`config.mk`:
```
export PLATFORM = sky130hd
export DESIGN_NAME = hawk_rd_arb
export DESIGN_NICKNAME = d
export VERILOG_FILES = /design/src/rtl/hawk_rd_arb.sv
export SDC_FILE = /design/constraint.sdc
export NUM_CORES = 1
export LEC_CHECK = 0
export CAP_MARGIN = 5
export CORE_AREA = 2 2 545 547
export CTS_CLUSTER_SIZE = 25
export DETAILED_ROUTE_END_ITERATION = 6
export DIE_AREA = 0 0 547 549
export GPL_ROUTABILITY_DRIVEN = 0
export HOLD_SLACK_MARGIN = 0.12
export SLEW_MARGIN = 20
export SYNTH_ARGS = -nofsm -noshare
export SYNTH_HDL_FRONTEND = slang
export SYNTH_SLANG_ARGS = --single-unit
```
`constraint.sdc`:
```
create_clock -name clk_i -period 3.7 [get_ports clk_i]
set_clock_uncertainty 0.05 [all_clocks]
set_input_delay 0.37 -clock clk_i [delete_from_list [all_inputs] [get_ports clk_i]]
set_output_delay 0.37 -clock clk_i [all_outputs]
set_load 0.02 [all_outputs]
```
`src/rtl/hawk_rd_arb.sv`:
```
// Round-robin arbiter sharing one AXI read master among NUM_REQ requesters, one burst at a time.
// AR is issued one cycle after the grant; R beats are routed combinationally to the owner, whose rready throttles the master.
module hawk_rd_arb #(
  parameter int NUM_REQ = 4,
  parameter int ADDR_W  = 64,
  parameter int DATA_W  = 512,
  localparam int IDW    = (NUM_REQ > 1) ? $clog2(NUM_REQ) : 1
) (
  input  logic                  clk_i,
  input  logic                  rst_i,
  input  logic [NUM_REQ-1:0]    req_arvalid,
  input  logic [NUM_REQ*ADDR_W-1:0] req_addr,
  input  logic [NUM_REQ*8-1:0]  req_arlen,
  output logic [NUM_REQ-1:0]    req_arready,
  output logic [NUM_REQ-1:0]    req_rvalid,
  input  logic [NUM_REQ-1:0]    req_rready,
  output logic [DATA_W-1:0]     req_rdata,
  output logic [1:0]            req_rresp,
  output logic                  req_rlast,
  output logic                  m_arvalid,
  output logic [ADDR_W-1:0]     m_addr,
  output logic [7:0]            m_arlen,
  input  logic                  m_arready,
  input  logic                  m_rvalid,
  input  logic [DATA_W-1:0]     m_rdata,
  input  logic [1:0]            m_rresp,
  input  logic                  m_rlast,
  output logic                  m_rready,
  output logic [IDW-1:0]        gnt_id,
  output logic                  busy,
  input  logic                  err_clr,
  output logic                  resp_err,
  output logic                  len_err
);

  typedef enum logic [1:0] {IDLE, ADDR, DATA} state_t;

  state_t          state_q, state_d;
  logic [IDW-1:0]  ptr_q, gnt_q, pick;
  logic            found;
  logic [ADDR_W-1:0] addr_q;
  logic [7:0]      len_q;
  logic [8:0]      cnt_q;
  logic            resp_err_q, len_err_q;
  logic            beat, resp_set, len_set;
  logic [IDW:0]    sum;

  // Search starts just past the last owner so every requester gets a turn.
  always_comb begin
    found = 1'b0;
    pick  = '0;
    sum   = '0;
    for (int i = 1; i <= NUM_REQ; i++) begin
      sum = {1'b0, ptr_q} + (IDW+1)'(i);
      if (sum >= (IDW+1)'(NUM_REQ)) sum = sum - (IDW+1)'(NUM_REQ);
      if (!found && req_arvalid[sum[IDW-1:0]]) begin
        found = 1'b1;
        pick  = sum[IDW-1:0];
      end
    end
  end

  assign beat     = (state_q == DATA) && m_rvalid && m_rready;
  assign resp_set = beat && (m_rresp != 2'd0);
  assign len_set  = beat && (m_rlast ? (cnt_q != {1'b0, len_q}) : (cnt_q == {1'b0, len_q}));

  always_comb begin
    state_d = state_q;
    case (state_q)
      IDLE:    if (found) state_d = ADDR;
      ADDR:    if (m_arready) state_d = DATA;
      DATA:    if (beat && m_rlast) state_d = IDLE;
      default: state_d = IDLE;
    endcase
  end

  always_comb begin
    req_arready = '0;
    req_rvalid  = '0;
    m_rready    = 1'b0;
    if (state_q == ADDR) req_arready[gnt_q] = m_arready;
    if (state_q == DATA) begin
      req_rvalid[gnt_q] = m_rvalid;
      m_rready          = req_rready[gnt_q];
    end
  end

  assign m_arvalid = (state_q == ADDR);
  assign m_addr    = addr_q;
  assign m_arlen   = len_q;
  assign gnt_id    = gnt_q;
  assign busy      = (state_q != IDLE);
  assign resp_err  = resp_err_q;
  assign len_err   = len_err_q;
  assign req_rdata = m_rdata;
  assign req_rresp = m_rresp;
  assign req_rlast = m_rlast;

  always_ff @(posedge clk_i or posedge rst_i) begin
    if (rst_i) begin
      state_q    <= IDLE;
      ptr_q      <= IDW'(NUM_REQ-1);
      gnt_q      <= '0;
      addr_q     <= '0;
      len_q      <= '0;
      cnt_q      <= '0;
      resp_err_q <= 1'b0;
      len_err_q  <= 1'b0;
    end else begin
      state_q <= state_d;
      if (state_q == IDLE && found) begin
        gnt_q  <= pick;
        addr_q <= req_addr[pick*ADDR_W +: ADDR_W];
        len_q  <= req_arlen[pick*8 +: 8];
      end
      if (state_q == ADDR && m_arready) cnt_q <= '0;
      if (beat) begin
        cnt_q <= cnt_q + 9'd1;
        if (m_rlast) ptr_q <= gnt_q;
      end
      // A new error in the same cycle as err_clr must stay visible.
      if (resp_set)     resp_err_q <= 1'b1;
      else if (err_clr) resp_err_q <= 1'b0;
      if (len_set)      len_err_q  <= 1'b1;
      else if (err_clr) len_err_q  <= 1'b0;
    end
  end

endmodule
```
Yosys cells after proc, flatten, opt, wreduce, memory -nomap -nowiden
Cells that the tools add are included.

word-level totals
  bits in registers = 89
  input bits = 816
  word-level logic and storage cells = 97

cells by class
  $add $sub $neg = 9
  $lt $le $gt $ge = 10
  eq/ne operators = 7
  shift-type cells = 2
  mux-type cells = 37
  bitwise logic cells = 2
  reduce and logical (&&, ||, !) cells = 22

operator list
  kind                   count
  $shiftx A256 B9 Y64    1
  $shiftx A32 B6 Y8      1
  $mux W2                11
  $mux W9                2
  $lt A2 B3 Y1 const B   5
  $mux W1                15
  $ge A3 B3 Y1 const B   4
  $logic_and A1 B1 Y1    11
  $bmux W1 S2            5
  $reduce_bool A2 Y1     5
  $add A9 B1 Y9 const B  1
  $eq A9 B8 Y1           1
  $ne A9 B8 Y1           1
  $and A4 B4 Y4          2
  $mux W4                2
  $sub A2 B1 Y2 const B  4
  $add A2 B2 Y3 const B  2
  $pmux W2 S3            1
  $ne A2 B1 Y1 const B   2
  $add A2 B1 Y3 const B  1
  $add A2 B3 Y3 const B  1
  $logic_not A1 Y1       3
  $reduce_and A3 Y1      1
  $demux W1 S2           1
  other kinds (6)        6

Logic depth before layout (Yosys ltp)
  word-level depth = 17
  depth in mapped cells = 8
  mapped depth without buffers = 6

Worst setup path after synthesis
No wires, ideal clock.

  path kind = register -> register
  start point = register gnt_q[0] (netlist: gnt_id[0])
  end point = register cnt_q[4]
  arrival time = 1665 ps
  required time = 3524 ps
  slack = 1858 ps
  cell stages (with the launch flop) = 8
  path buffers = 2
  period minus slack after synthesis = 1842 ps
  cells stage by stage = dfrtp_1 > buf_6 > mux4_2 > nor2b_4 > buf_6 > and2_1 > o21ai_1 > o31ai_1

on the way
  longest elaborated chain between the ends = 5
  elaborated cells on any way between the ends = 6
  those cells by class = 4 x mux; 2 x reduce/logical

RTL lines
  item                                           RTL line  text
  start: declaration                             39        logic [IDW-1:0] ptr_q, gnt_q, pick;
  start signal: assignment                       112       gnt_q <= pick;
  $bmux W1 S2 *                                  84        m_rready = req_rready[gnt_q];
  $mux W1 (not written as such) *                84
  $mux W1 *                                      82        if (state_q == DATA) begin
  $logic_and A1 B1 Y1 *                          63        assign beat = (state_q == DATA) && m_rvalid && m_rready;
  $mux W9 or $reduce_bool A2 Y1 (tied branches)  -
  end signal: assignment                         118       cnt_q <= cnt_q + 9'd1;
  end: declaration                               43        logic [8:0] cnt_q;

Mark *: on every way between the ends. The rest lies on a longest branch, timed or not. The select of a mux whose other input is x is not followed.
A chain may end at the register's enable or synchronous reset.

Final worst setup path
  start point = register gnt_q[1] (netlist: gnt_id[1])
  end point = output port m_rready

on the way
  longest elaborated chain between the ends = 3

RTL lines
  item                           RTL line  text
  $bmux W1 S2                    84
  $mux W1 (not written as such)  84
  $mux W1                        82
  end: declaration               28        output logic m_rready,

Every way passes these cells. The select of a mux whose other input is x is not followed.

==> flow_summary_export.csv <==
group,metric,value,unit
status,outcome,"finished, final reports clean",
worst_setup_path,cp_cell_sequence,"mux4_2 -> and3b_1 -> clkdlybuf4s50_1",
placement,pre_cts_ws,0.721,ns
power_and_ir_drop,comb_power_share,0.624,
floorplanning,start_util,0.0320,
global_route,grt_pass1_wl,204000,microns
sta,finalCritPeriodShare,0.896,
global_route,gr-total-overflow,0,
sta,hold_viol_final,0,
power_and_ir_drop,vdd_drop_max,0.788,mV
worst_setup_path,required,3.28,ns
worst_setup_path,slowest_stage,"dfrtp_1",
synth,syn_inst,1036,
power_and_ir_drop,power.leakage,4.27,nW
worst_setup_path,cp.arrival,2.90,ns
clocking,clkTransAtPathRegs,0.13,ns
clocking,cts_made_buffers,13,
sta,min_period,3.32,ns
flow_run,maxCapViolCount,0,
synth,synthAdderAreaFrac,0.00133,
sta,max_slew.worst_pin.slew,0.839,ns
power_and_ir_drop,swShare,0.530,
route,drt_iter0_drc,279,
route,met1_length,29700,microns
placement,dpl.cell_count,4833,
route,drc,0,
floorplanning,core_region_area,0.295,sq mm
power_and_ir_drop,seq_power_share,0.224,
synth,yosys_register_bits,89,
synth,synthTopCellsByCount,"520 x buf_4, 144 x mux2i_1, 87 x dfrtp_1, 87 x nand2_1, 63 x o221ai_1",
synth,synth_top_family_by_area,"buffers and inverters",
clocking,cts-root-buf,"clkbuf_16",
synth,synth_nets,1853,
placement,dpl.hpwl,179000,microns
synth,ys_seq_area_frac,0.236,
worst_setup_path,cp-start-kind,"flop",
worst_setup_path,cp_max_fo,10,
clocking,cts_max_path_buffers,3,
synth,synth_flop_cell,"dfrtp_1",
floorplanning,die-area,0.300,sq mm
clocking,cts_resized,0,
clocking,postCtsSetupRepairBufs,0,
power_and_ir_drop,switching_power,4.96,mW
route,dr.max_layer_used,"met5",
sta,setup_slack,0.384,ns
synth,synth_xor_area_frac,0.00835,
synth,yosysUniqueCellTypes,43,
global_route,grt_pass1_vias,8009,
route,dr.pass1.iters,6,
floorplanning,io_pins,1418,
clocking,cts_tree,"built",
synth,synthTopCellsByArea,"buf_4 41%, dfrtp_1 23%, mux2i_1 15%",
layout,area_delta_synth_final,57.9,%
power_and_ir_drop,intPower,4.40,mW
worst_setup_path,max_stage_delay,0.90,ns
clocking,cts_sinks,89,
clocking,htree_num_levels,3,
sta,slew_viol_final,0,
global_route,grt_max_degree,51,
sta,setup_tns,0,ns
placement,port_buffers,393,
synth,synth_simple_gate_area_frac,0.0622,
placement,placed_area,0.0144,sq mm
sta,setup_viol,0,
power_and_ir_drop,power.density,628,mW/mm^2
sta,rsz0062_at_grt,"no",
sta,slew-limit-headroom,0.439,
floorplanning,row_count,200,
synth,synthesis.area,0.00944,sq mm
global_route,antenna_found_initial,35,
route,vias_per_cell,1.51,
sta,timing.hold.ws,0.195,ns
layout,fin_area,0.0149,sq mm
floorplanning,die_h,549,microns
synth,ys_warn_count,0,
route,wire_per_inst,38.2,microns
clocking,cts_hold_buf,0,
min_path,holdCritPathClass,"in -> async",
layout,final_nets,1726,
route,via_count,7372,
worst_setup_path,crit_type,"reg -> out",
worst_setup_path,end_kind,"primary output",
route,wl_met2,74600,microns
global_route,groute.usage.overall,0.120,
synth,synth_compound_area_frac,0.0900,
synth,yosysTopAreaCellShare,0.414,
synth,synth_most_common_cell,"buf_4",
synth,synthArstFlopShare,1.00,
layout,drive_gt1_frac,0.0670,
synth,syn_area_per_cell,9.11,sq um
route,wl,186000,microns
route,wl_met3,73000,microns
power_and_ir_drop,clockPowerShare,0.152,
synth,synth_edf_count,0,
sta,fmax,302,MHz
clocking,insertion_delay,0.56,ns
floorplanning,die_x,547,microns
layout,fin_cells,4883,
route,antenna_left,0,
synth,yosys.area.top_type,"buf_4",
synth,synth_mux_area_frac,0.158,
## layer usage
layer / up-vias / track usage
li1: 2774 / -
met1: 3048 / 0.0541
met2: 1314 / 0.169
met5: - / 0.00317
met3: 230 / 0.220
met4: 6 / 0.0523
## registers in the layout, summed over array words and instances (netlist names)
signal / count
m_addr: 64
cnt_q: 9
m_arlen: 8
gnt_id: 2
ptr_q: 2
state_q: 2
len_err: 1
resp_err: 1
## logic make-up after synthesis
group,after synthesis
mux,147
fa+ha+maj,1
simple gates,131
flops,89
buf+inv,562
xor+xnor,9
compound gates,97
## critical path, delay by kind of cell, from the launching register on
kind | cells | cell delay (ns)
buf+inv | 1 | 0.88
flops | 1 | 0.90
simple gates | 1 | 0.17
mux | 1 | 0.39
## final cells by class
type	instances	area [sq um]
antenna	34	85.1
clock buffer	13	325
clock inverter	3	65.1
fill	34770	280000
inverter	4	20.0
multi-input combinational	385	3040
sequential	89	2230
tap	3939	4930
timing repair buffer	416	4210
## power by group through the flow
stage                     Combinational (mW)  Sequential [mW]  Clock, mW
after global routing                    6.24             2.21       1.53
after CTS                               6.11             2.19       1.53
after floorplan                         3.09             2.18          0
after global placement                  6.02             2.19          0
final                                   5.84             2.10       1.42
after detailed placement                6.07             2.20          0
## cells in the final DEF, fill, tap and decap left out, types with 10 or more instances in the layout
cell type and count:
dfrtp_1 87, clkdlybuf4s50_1 393, buf_4 15, o21ai_1 14
nand2_1 87, mux2i_1 144, diode_2 34, nor2_1 13
o221ai_1 63, o221ai_2 10, clkbuf_16 13
## metrics by stage
| step | utilization | total power, mW |
|---|---|---|
| global route | 0.0504 | 9.98 |
| CTS | 0.0502 | 9.82 |
| detailed placement | 0.0489 | 8.27 |
| floorplan | - | 5.26 |
| global placement | 0.0489 | 8.21 |
| finish | 0.0505 | 9.36 |
## worst paths after layout
check	slack, ns	from	cells after the start	end
worst max-delay path	0.38	gnt_id[1]	3	m_rready
worst min-delay path	0.20	rst_i	2	m_arlen[6]
worst max register to register	1.02	ptr_q[0]	6	m_arlen[4]
worst min register to register	0.45	m_addr[22]	2	m_addr[22]
max in group asynchronous	2.77	rst_i	3	cnt_q[0]
min in group clk_i	0.41	err_clr	2	resp_err
(Power assumes the default switching activity.)
